### config.mk
export PLATFORM = sky130hd
export DESIGN_NAME = basket_register_flat
export DESIGN_NICKNAME = d
export VERILOG_FILES = /design/src/rtl/basket_register_if.sv /design/src/rtl/basket_register.sv /design/src/flat_wrapper.sv
export SDC_FILE = /design/constraint.sdc
export NUM_CORES = 1
export LEC_CHECK = 0
export CAP_MARGIN = 20
export CORE_ASPECT_RATIO = 1.1
export CORE_UTILIZATION = 30
export CTS_CLUSTER_SIZE = 25
export DETAILED_ROUTE_END_ITERATION = 10
export GPL_TIMING_DRIVEN = 0
export PLACE_DENSITY = 0.56
export SYNTH_ARGS = -nofsm -noshare
export SYNTH_HDL_FRONTEND = slang
export SYNTH_SLANG_ARGS = --single-unit
### constraint.sdc
create_clock -name CLK -period 2.6 [get_ports CLK]
set_input_delay 0.26 -clock CLK [delete_from_list [all_inputs] [get_ports CLK]]
set_output_delay 0.26 -clock CLK [all_outputs]
set_load 0.02 [all_outputs]
### src/rtl/basket_register_if.sv
// rtl/basket_register_if.sv - button/basket bus between sale-terminal logic and basket_register
//
// Purpose: carries the three button levels and the product ID into the
// basket register, and the published basket and status flags back out.
// Ports (signals):
//   add_btn, remove_btn, clear_btn : button levels (async, debounced)
//   product_id                     : ID to add, ID_W bits, 0 = empty
//   product_IDS                    : published basket, SLOTS*ID_W bits
//   basket_count                   : non-empty slots in published basket
//   basket_full, basket_empty      : working-basket occupancy flags
//   update_pending                 : working basket not yet published
//   op_error                       : one-cycle pulse on a rejected request
// Modports: master = button/terminal side, slave = basket_register.

interface basket_register_if #(
  parameter int SLOTS = 12,
  parameter int ID_W  = 4
) ();
  logic                  add_btn;
  logic                  remove_btn;
  logic                  clear_btn;
  logic [ID_W-1:0]       product_id;
  logic [SLOTS*ID_W-1:0] product_IDS;
  logic [3:0]            basket_count;
  logic                  basket_full;
  logic                  basket_empty;
  logic                  update_pending;
  logic                  op_error;

  modport master (
    output add_btn, remove_btn, clear_btn, product_id,
    input  product_IDS, basket_count, basket_full, basket_empty,
           update_pending, op_error
  );

  modport slave (
    input  add_btn, remove_btn, clear_btn, product_id,
    output product_IDS, basket_count, basket_full, basket_empty,
           update_pending, op_error
  );
endinterface

### src/rtl/basket_register.sv
// rtl/basket_register.sv - working/published product basket fed by add/remove/clear buttons
//
// Purpose: keeps a dense, left-packed working basket edited by button
// presses and copies it to the display-facing product_IDS once per frame
// on a fixed blanking line, so the renderer never sees a mid-frame change.
// Ports:
//   CLK, RST      : clock and synchronous active-high reset
//   H_counter     : 11-bit horizontal pixel counter
//   V_counter     : 10-bit vertical line counter
//   bus (slave)   : buttons and product_id in; published basket and
//                   status flags out (see basket_register_if)

module basket_register #(
  parameter int SLOTS        = 12,
  parameter int ID_W         = 4,
  parameter int PUBLISH_LINE = 600
) (
  input  logic                CLK,
  input  logic                RST,
  input  logic [10:0]         H_counter,
  input  logic [9:0]          V_counter,
  basket_register_if.slave    bus
);
  localparam int W  = SLOTS * ID_W;
  localparam int CW = 4;

  // Button vector order: {clear, remove, add}
  logic [2:0]      btn_s1_q, btn_s1_d;
  logic [2:0]      btn_s2_q, btn_s2_d;
  logic [2:0]      btn_prev_q, btn_prev_d;
  logic [ID_W-1:0] id_s1_q, id_s1_d;
  logic [ID_W-1:0] id_s2_q, id_s2_d;

  logic [W-1:0]    work_q, work_d;
  logic [CW-1:0]   count_q, count_d;
  logic [W-1:0]    pub_q, pub_d;
  logic [CW-1:0]   pub_count_q, pub_count_d;
  logic            dirty_q, dirty_d;
  logic            err_q, err_d;

  logic [2:0]      req;
  logic            publish;

  always_comb begin
    btn_s1_d   = {bus.clear_btn, bus.remove_btn, bus.add_btn};
    btn_s2_d   = btn_s1_q;
    btn_prev_d = btn_s2_q;
    id_s1_d    = bus.product_id;
    id_s2_d    = id_s1_q;

    req     = btn_s2_q & ~btn_prev_q;
    publish = (V_counter == 10'(PUBLISH_LINE)) && (H_counter == 11'd0);

    work_d      = work_q;
    count_d     = count_q;
    pub_d       = pub_q;
    pub_count_d = pub_count_q;
    dirty_d     = dirty_q;
    err_d       = 1'b0;

    // Publish samples the pre-update basket; a same-cycle edit below then
    // overrides the dirty clear so the edit is not lost.
    if (publish) begin
      pub_d       = work_q;
      pub_count_d = count_q;
      dirty_d     = 1'b0;
    end

    if (req[2]) begin
      work_d  = '0;
      count_d = '0;
      dirty_d = 1'b1;
    end else if (req[1]) begin
      if (count_q != '0) begin
        for (int k = 0; k < SLOTS; k++) begin
          if (CW'(k + 1) == count_q) work_d[W-1-ID_W*k -: ID_W] = '0;
        end
        count_d = count_q - 1'b1;
        dirty_d = 1'b1;
      end else begin
        err_d = 1'b1;
      end
    end else if (req[0]) begin
      if ((count_q != CW'(SLOTS)) && (id_s2_q != '0)) begin
        for (int k = 0; k < SLOTS; k++) begin
          if (CW'(k) == count_q) work_d[W-1-ID_W*k -: ID_W] = id_s2_q;
        end
        count_d = count_q + 1'b1;
        dirty_d = 1'b1;
      end else begin
        err_d = 1'b1;
      end
    end
  end

  always_ff @(posedge CLK) begin
    if (RST) begin
      btn_s1_q    <= '0;
      btn_s2_q    <= '0;
      btn_prev_q  <= '0;
      id_s1_q     <= '0;
      id_s2_q     <= '0;
      work_q      <= '0;
      count_q     <= '0;
      pub_q       <= '0;
      pub_count_q <= '0;
      dirty_q     <= 1'b0;
      err_q       <= 1'b0;
    end else begin
      btn_s1_q    <= btn_s1_d;
      btn_s2_q    <= btn_s2_d;
      btn_prev_q  <= btn_prev_d;
      id_s1_q     <= id_s1_d;
      id_s2_q     <= id_s2_d;
      work_q      <= work_d;
      count_q     <= count_d;
      pub_q       <= pub_d;
      pub_count_q <= pub_count_d;
      dirty_q     <= dirty_d;
      err_q       <= err_d;
    end
  end

  assign bus.product_IDS    = pub_q;
  assign bus.basket_count   = pub_count_q;
  assign bus.basket_full    = (count_q == CW'(SLOTS));
  assign bus.basket_empty   = (count_q == '0);
  assign bus.update_pending = dirty_q;
  assign bus.op_error       = err_q;
endmodule
### src/flat_wrapper.sv
// flat-port wrapper written by rule: the top's interface ports become plain ports
module basket_register_flat 
#(
  parameter int SLOTS        = 12,
  parameter int ID_W         = 4,
  parameter int PUBLISH_LINE = 600
)
  (CLK, RST, H_counter, V_counter, bus_add_btn, bus_remove_btn, bus_clear_btn, bus_product_id, bus_product_IDS, bus_basket_count, bus_basket_full, bus_basket_empty, bus_update_pending, bus_op_error);
  basket_register_if #(.SLOTS(SLOTS), .ID_W(ID_W)) bus_i ();
  input  logic CLK;
  input  logic RST;
  input  logic [10:0] H_counter;
  input  logic [9:0] V_counter;
  input wire logic [$bits(bus_i.add_btn)-1:0] bus_add_btn;
  input wire logic [$bits(bus_i.remove_btn)-1:0] bus_remove_btn;
  input wire logic [$bits(bus_i.clear_btn)-1:0] bus_clear_btn;
  input wire logic [$bits(bus_i.product_id)-1:0] bus_product_id;
  output wire logic [$bits(bus_i.product_IDS)-1:0] bus_product_IDS;
  output wire logic [$bits(bus_i.basket_count)-1:0] bus_basket_count;
  output wire logic [$bits(bus_i.basket_full)-1:0] bus_basket_full;
  output wire logic [$bits(bus_i.basket_empty)-1:0] bus_basket_empty;
  output wire logic [$bits(bus_i.update_pending)-1:0] bus_update_pending;
  output wire logic [$bits(bus_i.op_error)-1:0] bus_op_error;
  assign bus_i.add_btn = bus_add_btn;
  assign bus_i.remove_btn = bus_remove_btn;
  assign bus_i.clear_btn = bus_clear_btn;
  assign bus_i.product_id = bus_product_id;
  assign bus_product_IDS = bus_i.product_IDS;
  assign bus_basket_count = bus_i.basket_count;
  assign bus_basket_full = bus_i.basket_full;
  assign bus_basket_empty = bus_i.basket_empty;
  assign bus_update_pending = bus_i.update_pending;
  assign bus_op_error = bus_i.op_error;
  basket_register #(.SLOTS(SLOTS), .ID_W(ID_W), .PUBLISH_LINE(PUBLISH_LINE)) u_core (.CLK(CLK), .RST(RST), .H_counter(H_counter), .V_counter(V_counter), .bus(bus_i));
endmodule
---- Word level (Yosys, flattened, before mapping) ----
Cells that the tools add are included.
storage, ports and cells
  logic and storage cells ................. 130
  memory bits (read-only) ................. 0
  RAM bits ................................ 0
  memories kept ........................... 0
  output and inout bits ................... 56
  latch bits .............................. 0
  input bits .............................. 30
  register bits ........................... 123
operators by class
  magnitude comparators ................... 0
  multipliers ............................. 0
  shift-type cells ........................ 0
  multiplexer cells ....................... 42
  reductions and logical operators ........ 34
  eq/ne operators ......................... 28
  add/sub/neg operators ................... 2
  bitwise gates (word level) .............. 2
  div/mod/pow operators ................... 0
operators with widths
  kind                  count
  $mux 48               4
  $mux 4                28
  $reduce_and 5->1      12
  $reduce_bool 2->1     14
  $ne 2x2->1 const B    13
  $eq 4x4->1 const A    5
  $eq 3x4->1 const A    4
  $logic_not 11->1      1
  $eq 10x10->1 const B  1
  $mux 1                10
  $eq 2x4->1 const A    2
  $reduce_bool 4->1     2
  $add 4x1->4 const B   1
  $eq 1x4->1 const A    1
  $eq 4x4->1 const B    1
  $logic_not 4->1       1
  $ne 4x4->1 const B    1
  $sub 4x1->4 const B   1
  $and 3x3->3           1
  $not 3->3             1
  $reduce_and 3->1      1
  $logic_and 1x1->1     2
  $reduce_or 2->1       1

---- Longest topological paths before layout ----
  depth after elaboration ................. 7
  depth in mapped cells ................... 7
  gate-level depth less buffers ........... 6

---- Least setup slack after synthesis ----
OpenSTA, ideal clock, no wires.
  path type ............................... reg-to-reg
  from .................................... reg u_core.count_q[0]
  to ...................................... reg u_core.work_q[0]
  cell stages (with the launch flop) ...... 7
  buffers on the path ..................... 0
  required time ........................... 2,467 ps
  setup slack ............................. 595 ps
  library setup time ...................... 133 ps
  data arrival time ....................... 1,872 ps
  cell sequence ........................... dfxtp_1 > inv_1 > ha_1 > and3_1 > nand4b_4 > a221o_2 > mux2i_1
on the way
  word-level cells in the longest chain between the ends .. 4
RTL lines
  element                       RTL line                source
  start: declaration            basket_register.sv:35   logic [CW-1:0] count_q, count_d;
  start signal: assignment      basket_register.sv:116  count_q <= count_d;
  $ne 4x4->1                    basket_register.sv:84   if ((count_q != CW'(SLOTS)) && (id_s2_q != '0)) begin
  $logic_and 1x1->1             basket_register.sv:84
  $reduce_bool 2->1 (no line)   --
  $reduce_and 5->1 (no line) *  --
  end signal: assignment        basket_register.sv:115  work_q <= work_d;
  end: declaration              basket_register.sv:34   logic [W-1:0] work_q, work_d;
Every way passes the cells marked *; elsewhere a longest branch is shown, timed or not.
A chain may end at the register's enable or synchronous reset.

---- Worst setup path in the final report ----
  from .................................... reg u_core.count_q[0]
  to ...................................... out bus_basket_full
on the way
  word-level cells in the longest chain between the ends .. 1
RTL lines
  element           RTL line                source
  $eq 4x4->1        basket_register.sv:126  assign bus.basket_full = (count_q == CW'(SLOTS));
  end: declaration  flat_wrapper.sv:20      output wire logic [$bits(bus_i.basket_full)-1:0] bus_basket_full;
No other way between the ends.

==> metrics.txt <==
Row Count=48; Tot GR Track Use=15.9%; Buffers on Ports=84; slowest CP cell=clkdlybuf4s50_1; initial DRC count=199; synth-to-layout area growth=34.2%; vias in the first global route=4009; DP Wirelength=8.65 mm; crit start category=flop; commonest cells after routing, fill and taps aside=dfxtp_1, clkdlybuf4s50_1, a21oi_1; power share of the clock group=51.2%; fraction of layout cells with a size suffix above 1=between 8 and 9%; CTS Hold Bufs=0; final instance area=6430 µm²; CTS tree=done; Comb pwr share=3.9%; Ports=between 80 and 90; hold crit path type=primary input to flop; Reg power frac=44.9%; synth unique cells=39; DR pass1 iterations=5; relative slew slack=between 50% and 60%; number of antenna diodes=0; grt ovf=0; antenna violations before repair=0; top_reg_cell synth=dfxtp_1; met3 routed WL=608 µm; critical path depth=4; most common cell after layout, fill and taps aside=dfxtp_1; post-cts resize count=1; Worst Path Buf+Inv=2; Largest stage delay, worst path=0.55 ns; Mapped Nets=556; Net Sw Frac=23.9%; placed cell area=5880 µm²; fill cell count=~1600; Post-synth EDFFs=0; f_max=around 420 MHz; initial core utilization=30.6%; root buf cell=clkbuf_16; CP max FO=8; status=finished clean; fin crit share=91.0%; Max IR drop VDD=424 µV; clock-pin slew on the worst setup and hold paths=0.06 ns; Setup CP Type=flop to output pin; routed wl met2=5.62 mm; Clock Sinks=123; Critical Path End Type=output pin; routed via count=between 4000 and 5000; Hold Path Cell Cnt=2; Routed Antenna Nets=0; worst setup margin=0.234 ns; top cells by area, synth=dfxtp_1, mux2i_1, a21oi_1, nand3_1, o21ai_0; internal power=3.24 mW; #FFs+latches synth=around 120; Final Hold Fails=0; PD cells=661 nW/µm²; Period minus WS final=2.37 ns; max cap viols=0; CP top delay family=buffers and inverters; area of the mapped netlist=4790 µm²; Final Skew=just under 0.009 ns; pin count of the biggest net entering global routing=17; Via density=4.90; mean area per synthesized cell=9.19 µm²; Psw=1.01 mW; Worst EP required=2.34 ns; final slew viol count=0; total setup buffers inserted after CTS=0; die height=135 µm; worst-margin pin slew=~0.7 ns; unrepaired setup endpoints after global routing=no; met1 WL=5.88 mm; DR DRC count=0; core region area=15700 µm²; Setup-failing EPs final=0; Die Wd=between 100 and 150 µm; Worst EP arrival=approximately 2.1 ns; critical-path cell list=inv_1 -> ha_1 -> and3_1 -> clkdlybuf4s50_1; first-pass GRT wire length=20.1 mm; Yosys warning total=0; H-tree Lvls=4; worst skew pair latency=0.41 ns; setup TNS=0 ns; RD Place Congestion=around 0.88; Pleak=2.15 nW; worst slack at placement=0.122 ns; DRT Wirelength=about 12 mm; Async SR Flop Fraction=0%; Wirelength per Cell=14.7 µm; clock tree buffer depth=2; CTS buffer count=17; Cells after Synth=~520; Synth area leader=dfxtp_1; top routing layer in use=met4; layout net count=659; reg2reg path depth=6; Synth top area share=51.4%; post-synthesis sequential area ratio=51.4%; DIE AREA=16500 µm²
==> worst reg2reg max path, delay by kind of cell (launching register included) <==
kind / cells / cell delay [ns]
AO/OA/AOI/OAI: 1 / 0.51
flip-flops: 1 / 0.47
multiplexers: 1 / 0.14
adder cells (fa/ha/maj): 1 / 0.29
buffers and inverters: 1 / 0.13
AND/OR/NAND/NOR: 2 / 0.53
==> flip-flops by register name, summed over array words and instances, names as in the netlist <==
signal / flops
u_core.bus.product_IDS: 48
u_core.work_q: 48
u_core.bus.basket_count: 4
u_core.count_q: 4
u_core.id_s1_q: 4
u_core.id_s2_q: 4
u_core.btn_prev_d: 3
u_core.btn_prev_q: 3
u_core.btn_s1_q: 3
u_core.bus.op_error: 1
u_core.bus.update_pending: 1
==> kinds of logic (layout without fill, tap and decap cells) <==
logic type,after synthesis,after routing,share of synthesized area (%)
buffers and inverters,50,166,4.41
adders and majority gates,5,5,1.31
DFF,123,123,51.4
xor gates and xnor gates,1,1,0.183
and+or+nand+nor,164,164,17.9
AOI/OAI and AO/OA,128,128,14.3
muxes,50,50,10.4
==> per-layer routing <==
layer,track usage (%),vias up
met1,21.3,1911
met3,3.63,20
met2,24.1,121
met5,0,-
li1,-,2052
met4,6.98,0
==> per-stage QoR <==
step | hold WS (ns) | util [%] | instances | power (mW)
floorplan | 0.388 | - | 521 | 2.04
finish | 0.393 | 41.0 | 837 | 4.25
global placement | 0.428 | 37.5 | 805 | 2.11
global route | 0.389 | 41.0 | 837 | 4.39
CTS | 0.381 | 41.0 | 837 | 4.29
detailed placement | 0.425 | 37.5 | 805 | 2.12
==> cell usage after synthesis (5+ instances only) <==
library cell  number
dfxtp_1          123
a21oi_1           65
nand3_1           62
o21ai_0           54
nand2_1           53
mux2i_1           50
clkbuf_1          29
nor2b_1           19
buf_2             16
nand4_1            6
ha_1               5
==> final cells by class <==
| type | count | area, µm² | share of cell area (%) |
|---|---|---|---|
| Timing Repair Buffer | 84 | 840 | 13.1 |
| Clock inverter | 14 | 111 | 1.73 |
| Multi-Input combinational cell | 348 | 2120 | 32.9 |
| Inverter | 4 | 15.0 | 0.234 |
| Clock buffer | 18 | 439 | 6.83 |
| Tap cell | 200 | 250 | 3.89 |
| Sequential cell | 123 | 2460 | 38.3 |
| Buffer | 46 | 196 | 3.06 |
==> power groups by stage <==
stage	Clock (mW)	Sequential, mW	Combinational (mW)
floorplan	0	1.95	0.0873
detailed placement	0	1.95	0.169
finish	2.18	1.91	0.167
CTS	2.21	1.91	0.169
global placement	0	1.95	0.165
global route	2.30	1.91	0.184
==> final timing paths <==
kind	startpoint	endpoint	slack [ns]
hold reg to reg	u_core.btn_s1_q[0]	u_core.btn_prev_d[0]	0.44
hold / removal	bus_remove_btn	u_core.btn_s1_q[1]	0.39
setup / recovery	u_core.count_q[0]	bus_basket_full	0.23
setup reg to reg	u_core.count_q[0]	u_core.work_q[0]	0.39
Power figures use the tool's default switching activity.
